$ cat src/rtl/bcd_xs3_pkg.sv
// Shared types and constants for the serial BCD <-> Excess-3 converter.
// Mode encoding, per-mode addend and the digit-validity rule live here.
package bcd_xs3_pkg;

    localparam int DIGIT_W   = 4;
    localparam int BIT_CNT_W = $clog2(DIGIT_W);

    typedef enum logic {
        MODE_BCD2XS3 = 1'b0,
        MODE_XS32BCD = 1'b1
    } mode_e;

    localparam logic [DIGIT_W-1:0] K_BCD2XS3 = 4'b0011;
    localparam logic [DIGIT_W-1:0] K_XS32BCD = 4'b1101;

    function automatic logic [DIGIT_W-1:0] k_of(input mode_e m);
        return (m == MODE_XS32BCD) ? K_XS32BCD : K_BCD2XS3;
    endfunction

    // BCD input must be 0..9; Excess-3 input must encode 0..9, i.e. 3..12.
    function automatic logic digit_invalid(input mode_e m, input logic [DIGIT_W-1:0] d);
        if (m == MODE_BCD2XS3) begin
            return (d > 4'd9);
        end
        return (d < 4'd3) || (d > 4'd12);
    endfunction

endpackage

$ cat src/rtl/bcd_xs3_serial_conv_add.sv
// serial_add_const: 1-bit Mealy full adder, sum same cycle as a/k, carry registered.
// No backpressure; clr zeroes the carry for the following cycle.
module serial_add_const (
    input  logic clk,
    input  logic reset_b,
    input  logic clr,
    input  logic a,
    input  logic k,
    output logic sum
);

    logic carry;

    assign sum = a ^ k ^ carry;

    always_ff @(posedge clk or negedge reset_b) begin
        if (!reset_b) begin
            carry <= 1'b0;
        end else if (clr) begin
            carry <= 1'b0;
        end else begin
            carry <= (a & k) | (a & carry) | (k & carry);
        end
    end

endmodule

$ cat src/rtl/bcd_xs3_serial_conv.sv
// Serial BCD<->Excess-3 converter, 0-cycle Mealy output, 4*N_DIGITS cycles per frame.
// No backpressure; BCD_XS3_ERRCHK_EN adds the invalid-digit error flag.
module bcd_xs3_serial_conv
    import bcd_xs3_pkg::*;
#(
    parameter int N_DIGITS = 4
) (
    input  logic clk,
    input  logic reset_b,
    input  logic start,
    input  logic mode,
    input  logic B_in,
    output logic B_out,
    output logic out_valid,
    output logic digit_done,
    output logic frame_done,
    output logic error
);

    localparam int DIG_CNT_W = (N_DIGITS > 1) ? $clog2(N_DIGITS) : 1;

    localparam logic [0:0] S_IDLE = 1'b0;
    localparam logic [0:0] S_RUN  = 1'b1;

    localparam logic [BIT_CNT_W-1:0] BIT_LAST = '1;
    localparam logic [DIG_CNT_W-1:0] DIG_LAST = DIG_CNT_W'(N_DIGITS - 1);

    logic [0:0]           state;
    logic [BIT_CNT_W-1:0] bit_cnt;
    logic [DIG_CNT_W-1:0] dig_cnt;
    mode_e                mode_q;

    logic                 in_idle;
    logic                 last_bit;
    logic                 frame_end;
    logic                 accept;
    logic                 active;
    mode_e                mode_eff;
    logic [DIGIT_W-1:0]   k_vec;
    logic                 sum;

    assign in_idle   = (state == S_IDLE);
    assign last_bit  = (bit_cnt == BIT_LAST);
    assign frame_end = (state == S_RUN) && last_bit && (dig_cnt == DIG_LAST);

    // A start during the frame_done cycle opens the next frame on the following
    // cycle, so out_valid stays high with no gap between frames.
    assign accept = reset_b && start && (in_idle || frame_end);
    assign active = reset_b && ((state == S_RUN) || accept);

    // The current frame keeps its latched mode even when a back-to-back start
    // latches a new one in its last cycle.
    assign mode_eff = in_idle ? mode_e'(mode) : mode_q;
    assign k_vec    = k_of(mode_eff);

    serial_add_const u_add (
        .clk     (clk),
        .reset_b (reset_b),
        .clr     (!active || last_bit),
        .a       (B_in),
        .k       (k_vec[bit_cnt]),
        .sum     (sum)
    );

    always_ff @(posedge clk or negedge reset_b) begin
        if (!reset_b) begin
            state  <= S_IDLE;
            mode_q <= MODE_BCD2XS3;
        end else begin
            if (accept) begin
                state  <= S_RUN;
                mode_q <= mode_e'(mode);
            end else if (frame_end) begin
                state  <= S_IDLE;
            end
        end
    end

    always_ff @(posedge clk or negedge reset_b) begin
        if (!reset_b) begin
            bit_cnt <= '0;
            dig_cnt <= '0;
        end else if (active) begin
            bit_cnt <= bit_cnt + 1'b1;
            if (last_bit) begin
                dig_cnt <= (dig_cnt == DIG_LAST) ? '0 : dig_cnt + 1'b1;
            end
        end
    end

    assign out_valid  = active;
    assign B_out      = active && sum;
    assign digit_done = active && last_bit;
    assign frame_done = digit_done && (dig_cnt == DIG_LAST);

`ifdef BCD_XS3_ERRCHK_EN
    logic [DIGIT_W-2:0] low_bits;

    always_ff @(posedge clk or negedge reset_b) begin
        if (!reset_b) begin
            low_bits <= '0;
        end else if (active) begin
            low_bits <= {B_in, low_bits[DIGIT_W-2:1]};
        end
    end

    assign error = digit_done && digit_invalid(mode_eff, {B_in, low_bits});
`else
    assign error = 1'b0;
`endif

endmodule

$ cat config.mk
export PLATFORM = sky130hd
export DESIGN_NAME = bcd_xs3_serial_conv
export DESIGN_NICKNAME = d
export VERILOG_FILES = /design/src/rtl/bcd_xs3_pkg.sv /design/src/rtl/bcd_xs3_serial_conv_add.sv /design/src/rtl/bcd_xs3_serial_conv.sv
export SDC_FILE = /design/constraint.sdc
export NUM_CORES = 1
export LEC_CHECK = 0
export BUFFER_PORTS_ARGS = -buffer_cell sky130_fd_sc_hd__buf_2
export CAP_MARGIN = 5
export CORE_AREA = 2 2 39 41
export DETAILED_ROUTE_END_ITERATION = 16
export DIE_AREA = 0 0 41 43
export GPL_TIMING_DRIVEN = 0
export PLACE_DENSITY_LB_ADDON = 0.25
export SYNTH_ARGS = -nofsm -noshare
export SYNTH_HDL_FRONTEND = slang
export SYNTH_SLANG_ARGS = --single-unit
$ cat constraint.sdc
create_clock -name clk -period 1.8 [get_ports clk]
set_input_delay 0 -clock clk [delete_from_list [all_inputs] [get_ports clk]]
set_output_delay 0 -clock clk [all_outputs]
set_load 0.01 [all_outputs]
==> metrics list <==
* Crit path max fanout: 2
- In this run the number of H-tree levels came out at 1.
- Root buffer cell: clkbuf_4
- Minimum period implied by the final worst setup slack: 1.78 ns
- Reg-to-reg slack, setup: 0.31 ns
- Distinct cell type count after synthesis: 19
- Together, buffers and inverters on the worst path number 1.
- Startpoint of the lowest-slack hold path: start
* Global-route congestion overflow total: 0
- IO Count: 10
* Number of global-route vias before repair: 280
* Buffers on Ports: 8
* Unrepaired setup endpoints after global routing: yes
- The number of endpoints with negative hold slack in the final report is 0.
* GRT met1 Usage: 0.120
- IR analysis of the VDD net gives a maximum drop of 0.000441 V.
- Standard cell with the maximum stage delay on the critical path: fa_1
- The mapped netlist covers 394 µm².
- Flop and latch count out of synthesis: 7
* Post-route total power: 810 µW
* Endpoint of the worst setup timing path: B_out
* Final ANT Viol Nets: 0
- Clock transition at the register clock pins on the worst setup and hold paths after CTS: 0.05 ns
- Fmax achieved: 562 MHz
- Counting flops with an async set or reset pin after synthesis yields a share of 1.00.
- Cell type group with the largest total delay on the critical path: adder cells
- Total negative slack for setup checks: 0 ns
* Crit-path cells: mux2i_2 > nor3b_1 > a21oi_1 > fa_1 > and2_2 > buf_2
* Final weighted congestion in routability-driven placement: 0.666
- For this run, the total global-route usage over all layers was measured as 0.0996.
- The core region is 0.00138 mm².
- Dividing total power by cell area gives a power density of 1620 mW/mm².
- The floorplan step defined a die boundary enclosing 0.00176 mm².
- Share of the cycle needed by the critical path after routing: 0.988
- Clock tree synthesis inserted a total of 3 buffers.
* Drc violations: 0
- In the post-route analysis, the smallest setup slack over all paths is 0.0220 ns.
- The floorplan step set the die width to 41 µm.
* Element type at the critical path start: flip-flop
- Register area share after synthesis: 0.444
- The HPWL after detailed placement is 523 µm.
- Run status: complete, no violations
- Global-route wire length before repair: 1.14 mm
- Ant. Diodes: 0
- The pre-antenna-repair detailed-routing pass consisted of 2 iterations.
* Reg-to-Reg Start: state
- Max-slew violation count: 0
* Total via count after detailed routing: 273
- Yosys printed 0 warnings.
- Of the cells placed in the final design, the portion with a size suffix greater than 1 is 0.500.
* Clk buf depth: 2
- Register-to-Register Path Depth: 5
- In the final design database the tool counted 55 nets.
- Largest stage delay, worst path: 0.42 ns
* DRC violation total after the first TritonRoute iteration: 3
* Routed wirelength normalized by instance count: 10.7 µm
- Entering global routing, the biggest net connects 10 pins.
* Data arrival time of the critical path: 1.78 ns
- Leakage Power: 0.261 nW
* Area grow syn2layout: 27.3%
* TritonCTS Sinks: 7
- Finished Core Util: 0.363
* Total stage count of the critical path: 6
* Total of endpoints with negative setup slack in the final report: 0
* Post-Syn Area per Cell: 12.3 µm²
- The routed design has 662 µm of wire.
* WP data required: 1.80 ns
- Vias per inst: 4.40
- Counting every instance in the synthesized netlist gives 32.
- Skew final: 0.00137 ns
* Critical path type: reg -> out
- The die is 43 µm tall.
- The tightest min-delay check is of the in -> reg type.
- Starting density of the core: 0.285
- For this run, global-route usage on met3 was measured as 0.0628.
- Worst setup slack before clock tree synthesis: 0.208 ns
- Max Cap Viol: 0
- For this run, the leading register cell type out of synthesis is dfrtp_1.
- Timing startpoint of the critical path: state
- The worst setup path is captured at an output pin.
- Critical register-to-register path endpoint: u_add.carry
* Number of antenna violations at the first check in global routing: 0
* CTS tree: done
- Layer carrying the most global-route usage: met2
- The synthesized design contains 0 enable-type register cells.
* Clock Latency Late Sink: 0.24 ns
* Row count: 14
* Met2 layer usage reported by global route: 0.138
- The number of nets handed over by synthesis was 40.
[worst min-delay path: cells and delay by family]
| kind | cells | cell delay (ns) |
|---|---|---|
| buffers and inverters | 1 | 0.09 |
| and+or+nand+nor | 2 | 0.13 |
[routing by layer]
layer	routed length (µm)	share of wire
met1	285	0.43
met2	317	0.48
met3	59	0.089
met4	0	0
met5	0	0
[cell type report]
class,count,area [µm²]
flip-flops and latches,7,175
fillers,144,882
well taps,16,20.0
multi-input cells,23,211
clock buffers,4,26.3
inverters,1,3.75
plain buffers,1,7.51
repair buffers,10,57.6
[Yosys cell counts (2+ instances only)]
master   instances  area [µm²]
nand2_1          4        15.0
dfrtp_1          7         175
mux2_2           2        22.5
mux2_4           2        30.0
ha_1             2        25.0
a21oi_1          2        10.0
[cells by family (layout without fill, tap and decap cells)]
group	after synthesis	after routing	synth area share
AO/OA/AOI/OAI	3	3	0.0635
flip-flops	7	7	0.444
XOR/XNOR	1	1	0.0222
multiplexers	5	5	0.159
AND/OR/NAND/NOR	10	10	0.159
buffers and inverters	2	16	0.0286
adder cells (fa/ha/maj)	3	3	0.114
other	1	1	0.00951
[repair_timing]
action	in CTS	in global routing
hold buffers	1	0
buffers inserted	1	0
gates cloned	0	0
endpoints found under the setup margin	1	1
endpoints found under the hold margin	7	0
resized for setup	0	1
[report_power, final]
part	total (mW)	internal (mW)	switching, mW
Combinational	0.373	0.216	0.158
Clock	0.137	0.0843	0.0532
Sequential	0.299	0.237	0.0625
[stage by stage]
| step | cells | hold slack, ns | instance area [µm²] |
|---|---|---|---|
| final | 62 | 0.0191 | 502 |
| after global routing | 62 | 0.0153 | 502 |
| after CTS | 62 | 0.00797 | 498 |
| after detailed placement | 56 | -0.141 | 454 |
| after global placement | 56 | -0.150 | 454 |
| after floorplan | 32 | -0.296 | 394 |
[flip-flops by register name (all words and copies together) (netlist names)]
register	cells
u_add.carry	1
state	1
dig_cnt	2
mode_q	1
bit_cnt	2
[worst min path at each step]
stage | slack, ns | endpoint | cells past startpoint
after floorplan | -0.30 | bit_cnt[0] | 0
after global placement | -0.15 | state | 1
after detailed placement | -0.14 | mode_q | 1
after CTS | 0.008 | mode_q | 2
after global routing | 0.02 | mode_q | 2
final | 0.02 | state | 3
[placed cells by master, fill, tap and decap left out]
master and n:
nor3b_1 1, clkbuf_4 3, mux2i_2 1, buf_4 2
xor2_1 1, dfrtp_1 7, and3_2 1, nor2_1 1
mux2_4 2, and3b_2 1, clkbuf_1 1, inv_1 1
ha_1 2, buf_2 8, nand2_4 1, mux2_2 2
fa_1 1, a21oi_1 2, conb_1 1, and2_2 1
nand2_1 4, o21a_4 1, dlygate4sd3_1 1
(Power assumes the default switching activity.)
